`src/rtl/prime_stream_pkg.sv`:
```
`default_nettype none
// ============================================================================
// Module      : prime_stream_pkg
// Description : Shared types for the prime_stream request/capture FSM.
// Revision    : 1.0 - initial release
// ============================================================================
package prime_stream_pkg;

  localparam int unsigned STATE_W = 3;

  // Request/capture sequencer states. Encodings 5..7 are unused.
  typedef enum logic [STATE_W-1:0] {
    ST_IDLE      = 3'd0,
    ST_ISSUE     = 3'd1,
    ST_WAIT_BUSY = 3'd2,
    ST_WAIT_DONE = 3'd3,
    ST_ERR       = 3'd4
  } state_t;

endpackage : prime_stream_pkg
`default_nettype wire

```
`src/rtl/prime_stream_sync_fifo.sv`:
```
`default_nettype none
// ============================================================================
// Module      : sync_fifo
// Description : Synchronous first-word-fall-through FIFO. Head entry is
//               visible on dout whenever the FIFO is not empty.
// Revision    : 1.0 - initial release
// ============================================================================
module sync_fifo #(
  parameter int WIDTH     = 16,
  parameter int DEPTH_LOG = 3
) (
  input  logic                 clk,
  input  logic                 rst_n,
  input  logic                 push,
  input  logic [WIDTH-1:0]     din,
  input  logic                 pop,
  output logic [WIDTH-1:0]     dout,
  output logic                 empty,
  output logic                 full,
  output logic [DEPTH_LOG:0]   occupancy
);

  localparam int                 DEPTH    = 1 << DEPTH_LOG;
  localparam logic [DEPTH_LOG:0] FULL_OCC = (DEPTH_LOG + 1)'(DEPTH);

  logic [WIDTH-1:0]     mem_q [DEPTH];
  logic [DEPTH_LOG-1:0] wr_ptr_q, wr_ptr_d;
  logic [DEPTH_LOG-1:0] rd_ptr_q, rd_ptr_d;
  logic [DEPTH_LOG:0]   occ_q, occ_d;
  logic                 do_push;
  logic                 do_pop;

  // Qualify push/pop and advance pointers/occupancy; a push into a full
  // FIFO is accepted only when a pop frees the slot in the same cycle.
  always_comb begin
    do_pop   = pop && (occ_q != '0);
    do_push  = push && ((occ_q != FULL_OCC) || do_pop);
    wr_ptr_d = wr_ptr_q;
    rd_ptr_d = rd_ptr_q;
    occ_d    = occ_q;
    if (do_push) begin
      wr_ptr_d = wr_ptr_q + 1'b1;
    end
    if (do_pop) begin
      rd_ptr_d = rd_ptr_q + 1'b1;
    end
    case ({do_push, do_pop})
      2'b10:   occ_d = occ_q + 1'b1;
      2'b01:   occ_d = occ_q - 1'b1;
      default: occ_d = occ_q;
    endcase
  end

  // Pointer and occupancy registers.
  always_ff @(posedge clk) begin
    if (!rst_n) begin
      wr_ptr_q <= '0;
      rd_ptr_q <= '0;
      occ_q    <= '0;
    end else begin
      wr_ptr_q <= wr_ptr_d;
      rd_ptr_q <= rd_ptr_d;
      occ_q    <= occ_d;
    end
  end

  // Storage array; contents need no reset since occupancy gates visibility.
  always_ff @(posedge clk) begin
    if (do_push) begin
      mem_q[wr_ptr_q] <= din;
    end
  end

  assign dout      = mem_q[rd_ptr_q];
  assign empty     = (occ_q == '0);
  assign full      = (occ_q == FULL_OCC);
  assign occupancy = occ_q;

endmodule : sync_fifo
`default_nettype wire

```
`src/rtl/prime_stream.sv`:
```
`default_nettype none
// ============================================================================
// Module      : prime_stream
// Description : Drives primogen's go/ready handshake, captures each result
//               and presents the primes as a valid/ready stream via a FIFO.
// Revision    : 1.0 - initial release
// ============================================================================
module prime_stream
  import prime_stream_pkg::*;
#(
  parameter int WIDTH_LOG = 4,
  parameter int DEPTH_LOG = 3,
  parameter int CNT_W     = 16
) (
  input  logic                          clk,
  input  logic                          rst_n,
  input  logic                          en,
  output logic                          gen_go,
  input  logic                          gen_ready,
  input  logic                          gen_error,
  input  logic [(1 << WIDTH_LOG)-1:0]   gen_res,
  output logic                          m_valid,
  input  logic                          m_ready,
  output logic [(1 << WIDTH_LOG)-1:0]   m_data,
  output logic                          full,
  output logic                          err,
  output logic [CNT_W-1:0]              count
);

  localparam int                 WIDTH = 1 << WIDTH_LOG;
  localparam int                 DEPTH = 1 << DEPTH_LOG;
  localparam logic [DEPTH_LOG:0] DEPTH_OCC = (DEPTH_LOG + 1)'(DEPTH);

  state_t             state_q, state_d;
  logic               gen_go_q, gen_go_d;
  logic               err_q, err_d;
  logic [CNT_W-1:0]   count_q, count_d;
  logic               fifo_push;
  logic               fifo_pop;
  logic               fifo_empty;
  logic               fifo_full;
  logic [DEPTH_LOG:0] fifo_occ;

  // Sequencer: issue one request at a time, only when a FIFO slot is free,
  // so every captured result is guaranteed somewhere to land.
  always_comb begin
    state_d   = state_q;
    err_d     = err_q;
    count_d   = count_q;
    fifo_push = 1'b0;
    case (state_q)
      ST_IDLE: begin
        if (en && !err_q && (fifo_occ < DEPTH_OCC) && gen_ready) begin
          state_d = ST_ISSUE;
        end
      end
      ST_ISSUE: begin
        state_d = ST_WAIT_BUSY;
      end
      ST_WAIT_BUSY: begin
        if (!gen_ready) begin
          state_d = ST_WAIT_DONE;
        end
      end
      ST_WAIT_DONE: begin
        if (gen_ready) begin
          if (gen_error) begin
            err_d   = 1'b1;
            state_d = ST_ERR;
          end else begin
            fifo_push = 1'b1;
            count_d   = count_q + 1'b1;
            state_d   = ST_IDLE;
          end
        end
      end
      ST_ERR: begin
        state_d = ST_ERR;
      end
      default: begin
        state_d = state_t'('x);
      end
    endcase
    gen_go_d = (state_d == ST_ISSUE);
  end

  // State, registered go, sticky error flag and emitted-prime counter.
  always_ff @(posedge clk) begin
    if (!rst_n) begin
      state_q  <= ST_IDLE;
      gen_go_q <= 1'b0;
      err_q    <= 1'b0;
      count_q  <= '0;
    end else begin
      state_q  <= state_d;
      gen_go_q <= gen_go_d;
      err_q    <= err_d;
      count_q  <= count_d;
    end
  end

  assign fifo_pop = !fifo_empty && m_ready;

  sync_fifo #(
    .WIDTH     (WIDTH),
    .DEPTH_LOG (DEPTH_LOG)
  ) u_fifo (
    .clk       (clk),
    .rst_n     (rst_n),
    .push      (fifo_push),
    .din       (gen_res),
    .pop       (fifo_pop),
    .dout      (m_data),
    .empty     (fifo_empty),
    .full      (fifo_full),
    .occupancy (fifo_occ)
  );

  assign gen_go  = gen_go_q;
  assign m_valid = !fifo_empty;
  assign full    = fifo_full;
  assign err     = err_q;
  assign count   = count_q;

endmodule : prime_stream
`default_nettype wire

```
`config.mk`:
```
export PLATFORM = sky130hd
export DESIGN_NAME = prime_stream
export DESIGN_NICKNAME = d
export VERILOG_FILES = /design/src/rtl/prime_stream_pkg.sv /design/src/rtl/prime_stream_sync_fifo.sv /design/src/rtl/prime_stream.sv
export SDC_FILE = /design/constraint.sdc
export NUM_CORES = 1
export LEC_CHECK = 0
export ABC_AREA = 1
export CELL_PAD_IN_SITES_DETAIL_PLACEMENT = 0
export CELL_PAD_IN_SITES_GLOBAL_PLACEMENT = 2
export CORE_UTILIZATION = 34
export DETAILED_ROUTE_END_ITERATION = 8
export GPL_TIMING_DRIVEN = 0
export HOLD_SLACK_MARGIN = 0.08
export PLACE_DENSITY = 0.85
export SLEW_MARGIN = 0
export SYNTH_ARGS = -nofsm -noshare
export SYNTH_HDL_FRONTEND = slang
export SYNTH_SLANG_ARGS = --single-unit
```
`constraint.sdc`:
```
create_clock -name clk -period 2.3 [get_ports clk]
set_input_delay 0.345 -clock clk [delete_from_list [all_inputs] [get_ports clk]]
set_output_delay 0.345 -clock clk [all_outputs]
set_load 0.05 [all_outputs]
```
==> metrics.csv, run 1 <==
stage,metric,value,unit
logic_synthesis,ys flop type,edfxtp_1,
logic_synthesis,ys async rst share,0,%
layout,multi-input logic area,1910,µm²
logic_synthesis,Synth cell types,35,
clock_tree,Max clock buf depth,2,
grt,GRT Overall Usage,17.2,%
logic_synthesis,cell count after synthesis,608,
place,PortBufs,56,
clock_tree,clk_lat worst skew,0.42,ns
critical_path,Crit Path Class,reg2out,
floorplanning,die area,20100,µm²
layout,area grow syn2layout,27.7,%
layout,FF/Latch Area,4530,µm²
sta,Period minus WS final,2.23,ns
routing,DR vias/cell,4.88,
grt,pin count of the biggest net entering global routing,17,
place,pre-CTS WS,-0.526,ns
routing,ANT nets after route,0,
layout,Final nets,725,
sta,Setup-failing EPs final,0,
logic_synthesis,sequential area share after synthesis,68.1,%
logic_synthesis,most frequent cell after synthesis,edfxtp_1,
logic_synthesis,Synth Register Bits,162,
layout,ratio of cells with drive above 1 in the final layout,15.5,%
worst_hold_path,HP Class,in2reg,
critical_path,startpoint types,flop,
logic_synthesis,"EDFF count, synth",128,
critical_path,crit path max fanout,10,
sta,RSZ-0062 raised after global routing,true,
logic_synthesis,synth top area cells,"edfxtp_1, dfxtp_1, nor2_1",
critical_path,critical path capture point type,output pin,
logic_synthesis,syn nets,636,
floorplanning,# rows,50,
sta,actual slew at the worst max-slew pin,0.586,ns
pwr,PwrDens,1130,nW/µm²
grt,initial antenna violation count,0,
floorplanning,Die Wd,142,µm
sta,post-route setup TNS,0,ns
logic_synthesis,Ys Warns,0,
clock_tree,H-tree Lvls,4,
sta,Max Clock Freq,447,MHz
pwr,leak pwr,3.06,nW
routing,Pre-antenna DRT Iters,5,
critical_path,CP arrival,1.89,ns
critical_path,Critical Path RT,1.96,ns
sta,setup ws final,0.0651,ns
logic_synthesis,share of the synthesized area in the top cell type,57.9,%
layout,number of inserted diodes,0,
clock_tree,CTS sink count,162,
floorplanning,initial core utilization,35.0,%
place,Final Wtd Congestion,0.764,
clock_tree,root buffer cell,clkbuf_16,
pwr,peak supply drop,0.529,mV
routing,initial DRC count,338,
run,max-cap violations,0,
clock_tree,"Hold-fix buffers, CTS",0,
routing,DR vias,4732,
layout,fillers,1758,
run_status,status,"finished, final reports clean",
sta,Hold Fails Final Rpt,0,
floorplanning,Core ar.,19000,µm²
grt,"Remaining Overflow, GRT",0,
sta,Rel. slew slack,60.7,%
routing,DRC viols,0,
floorplanning,I/O pin total,58,
sta,Tcrit/Tclk final,97.2,%
place,Detailed Place HPWL,10700,µm
logic_synthesis,Syn Area/Cell,10.9,µm²
clock_tree,CTS buffer count,17,
logic_synthesis,Yosys top cell by area,edfxtp_1,
clock_tree,"Clk pin slew, worst setup/hold paths",0.07,ns
grt,first-pass GRT wire length,25500,µm
grt,vias in the first global route,4786,
routing,Routed WL,16100,µm
sta,hold_ws,0.334,ns
sta,max-slew violations,0,
floorplanning,Die Ht,142,µm
routing,WL/cell,16.6,µm
clock_tree,CTS tree,done,
logic_synthesis,Synth top cells by count,"edfxtp_1, nor2_1, nand2_1, o21ai_0, a21oi_1",
sta,clk_skew,0.00900,ns
logic_synthesis,Syn Std Cell Area,6640,µm²
==> layout by cell type, fill, tap and decap left out, drive strengths merged, types with 2 or more instances in the layout <==
master and instances:
a21oi 36, a31oi 16, buf 43, bufinv 5, clkbuf 29, clkdlybuf4s50 38
clkinv 4, dfxtp 34, edfxtp 128, ha 6, inv 39, nand2 92
nand3 15, nand4 6, nor2 121, nor3 7, o21a 2, o21ai 74
xnor2 2, xor2 5
==> flip-flops by register name (all words and copies together) (netlist names), named ones only <==
signal            flops
u_fifo.mem_q        128
count                16
u_fifo.occupancy      4
state_q               3
u_fifo.rd_ptr_q       3
u_fifo.wr_ptr_q       3
err                   1
gen_go                1
==> cells by family (layout without fill, tap and decap cells) <==
family | after synthesis | in the layout | synth area share, %
flops | 162 | 162 | 68.1
compound gates | 130 | 130 | 10.3
fa+ha+maj | 6 | 6 | 1.13
xor+xnor | 7 | 7 | 0.923
buf+inv | 59 | 161 | 3.86
simple gates | 244 | 244 | 15.7
==> worst max-delay path, stage by stage, from the launching register on <==
cell,delay [ns]
dfxtp_4,0.37
buf_12,0.15
inv_4,0.08
clkbuf_4,0.23
o21ai_0,0.11
a31oi_1,0.27
buf_4,0.26
==> per-stage QoR <==
step | instance area, µm² | utilization, % | power (mW) | instances
after floorplan | 6640 | - | 5.25 | 608
after global placement | 7530 | 39.7 | 6.25 | 924
after detailed placement | 7650 | 40.4 | 6.30 | 931
after CTS | 8370 | 44.2 | 9.47 | 968
after global routing | 8480 | 44.7 | 10.0 | 970
final | 8480 | 44.7 | 9.57 | 970
==> final timing paths <==
check	start	to	slack [ns]	cells after the start
worst max-delay path	flop	m_data[6]	0.07	6
worst min-delay path	rst_n	count[4]	0.33	3
worst max register to register	state_q[2]	u_fifo.mem_q[3][12]	0.18	8
worst min register to register	u_fifo.rd_ptr_q[2]	flop	0.46	2
==> repair_timing <==
action | CTS | global route
pin swaps | 1 | 5
gates resized for setup | 137 | 38
cloned | 2 | 1
setup buffers | 3 | 1
hold endpoints to repair | 0 | 0
setup endpoints to repair | 34 | 48
==> cell type report <==
type / count / share of cell area (%)
Inverter: 33 / 1.55
Timing Repair inverter: 1 / 0.0738
Timing Repair Buffer: 69 / 8.25
Clock inverter: 15 / 2.66
Buffer: 26 / 2.70
Clock buffer: 17 / 5.02
Tap cell: 260 / 3.84
Multi-Input combinational cell: 387 / 22.5
Sequential cell: 162 / 53.4
==> metal layers <==
layer	vias up	global-route usage [%]	share of wire, %
met2	148	28.8	48
li1	2294	-	-
met1	2267	21.6	43
met3	23	4.79	7.7
met5	-	0	0
met4	0	5.09	1.3
==> power by group <==
| part | internal, mW | switching [mW] |
|---|---|---|
| combinational | 1.04 | 2.12 |
| clock | 1.94 | 1.15 |
| sequential | 3.23 | 0.0839 |
| total | 6.21 | 3.36 |
Note: power is estimated with default switching activity, not from simulation.
==> inputs of run 2 (changes only) <==
- HOLD_SLACK_MARGIN: 0.08 -> default
==> results of run 2 <==
Final layout, timing and power as in run 1 (identical DEF).
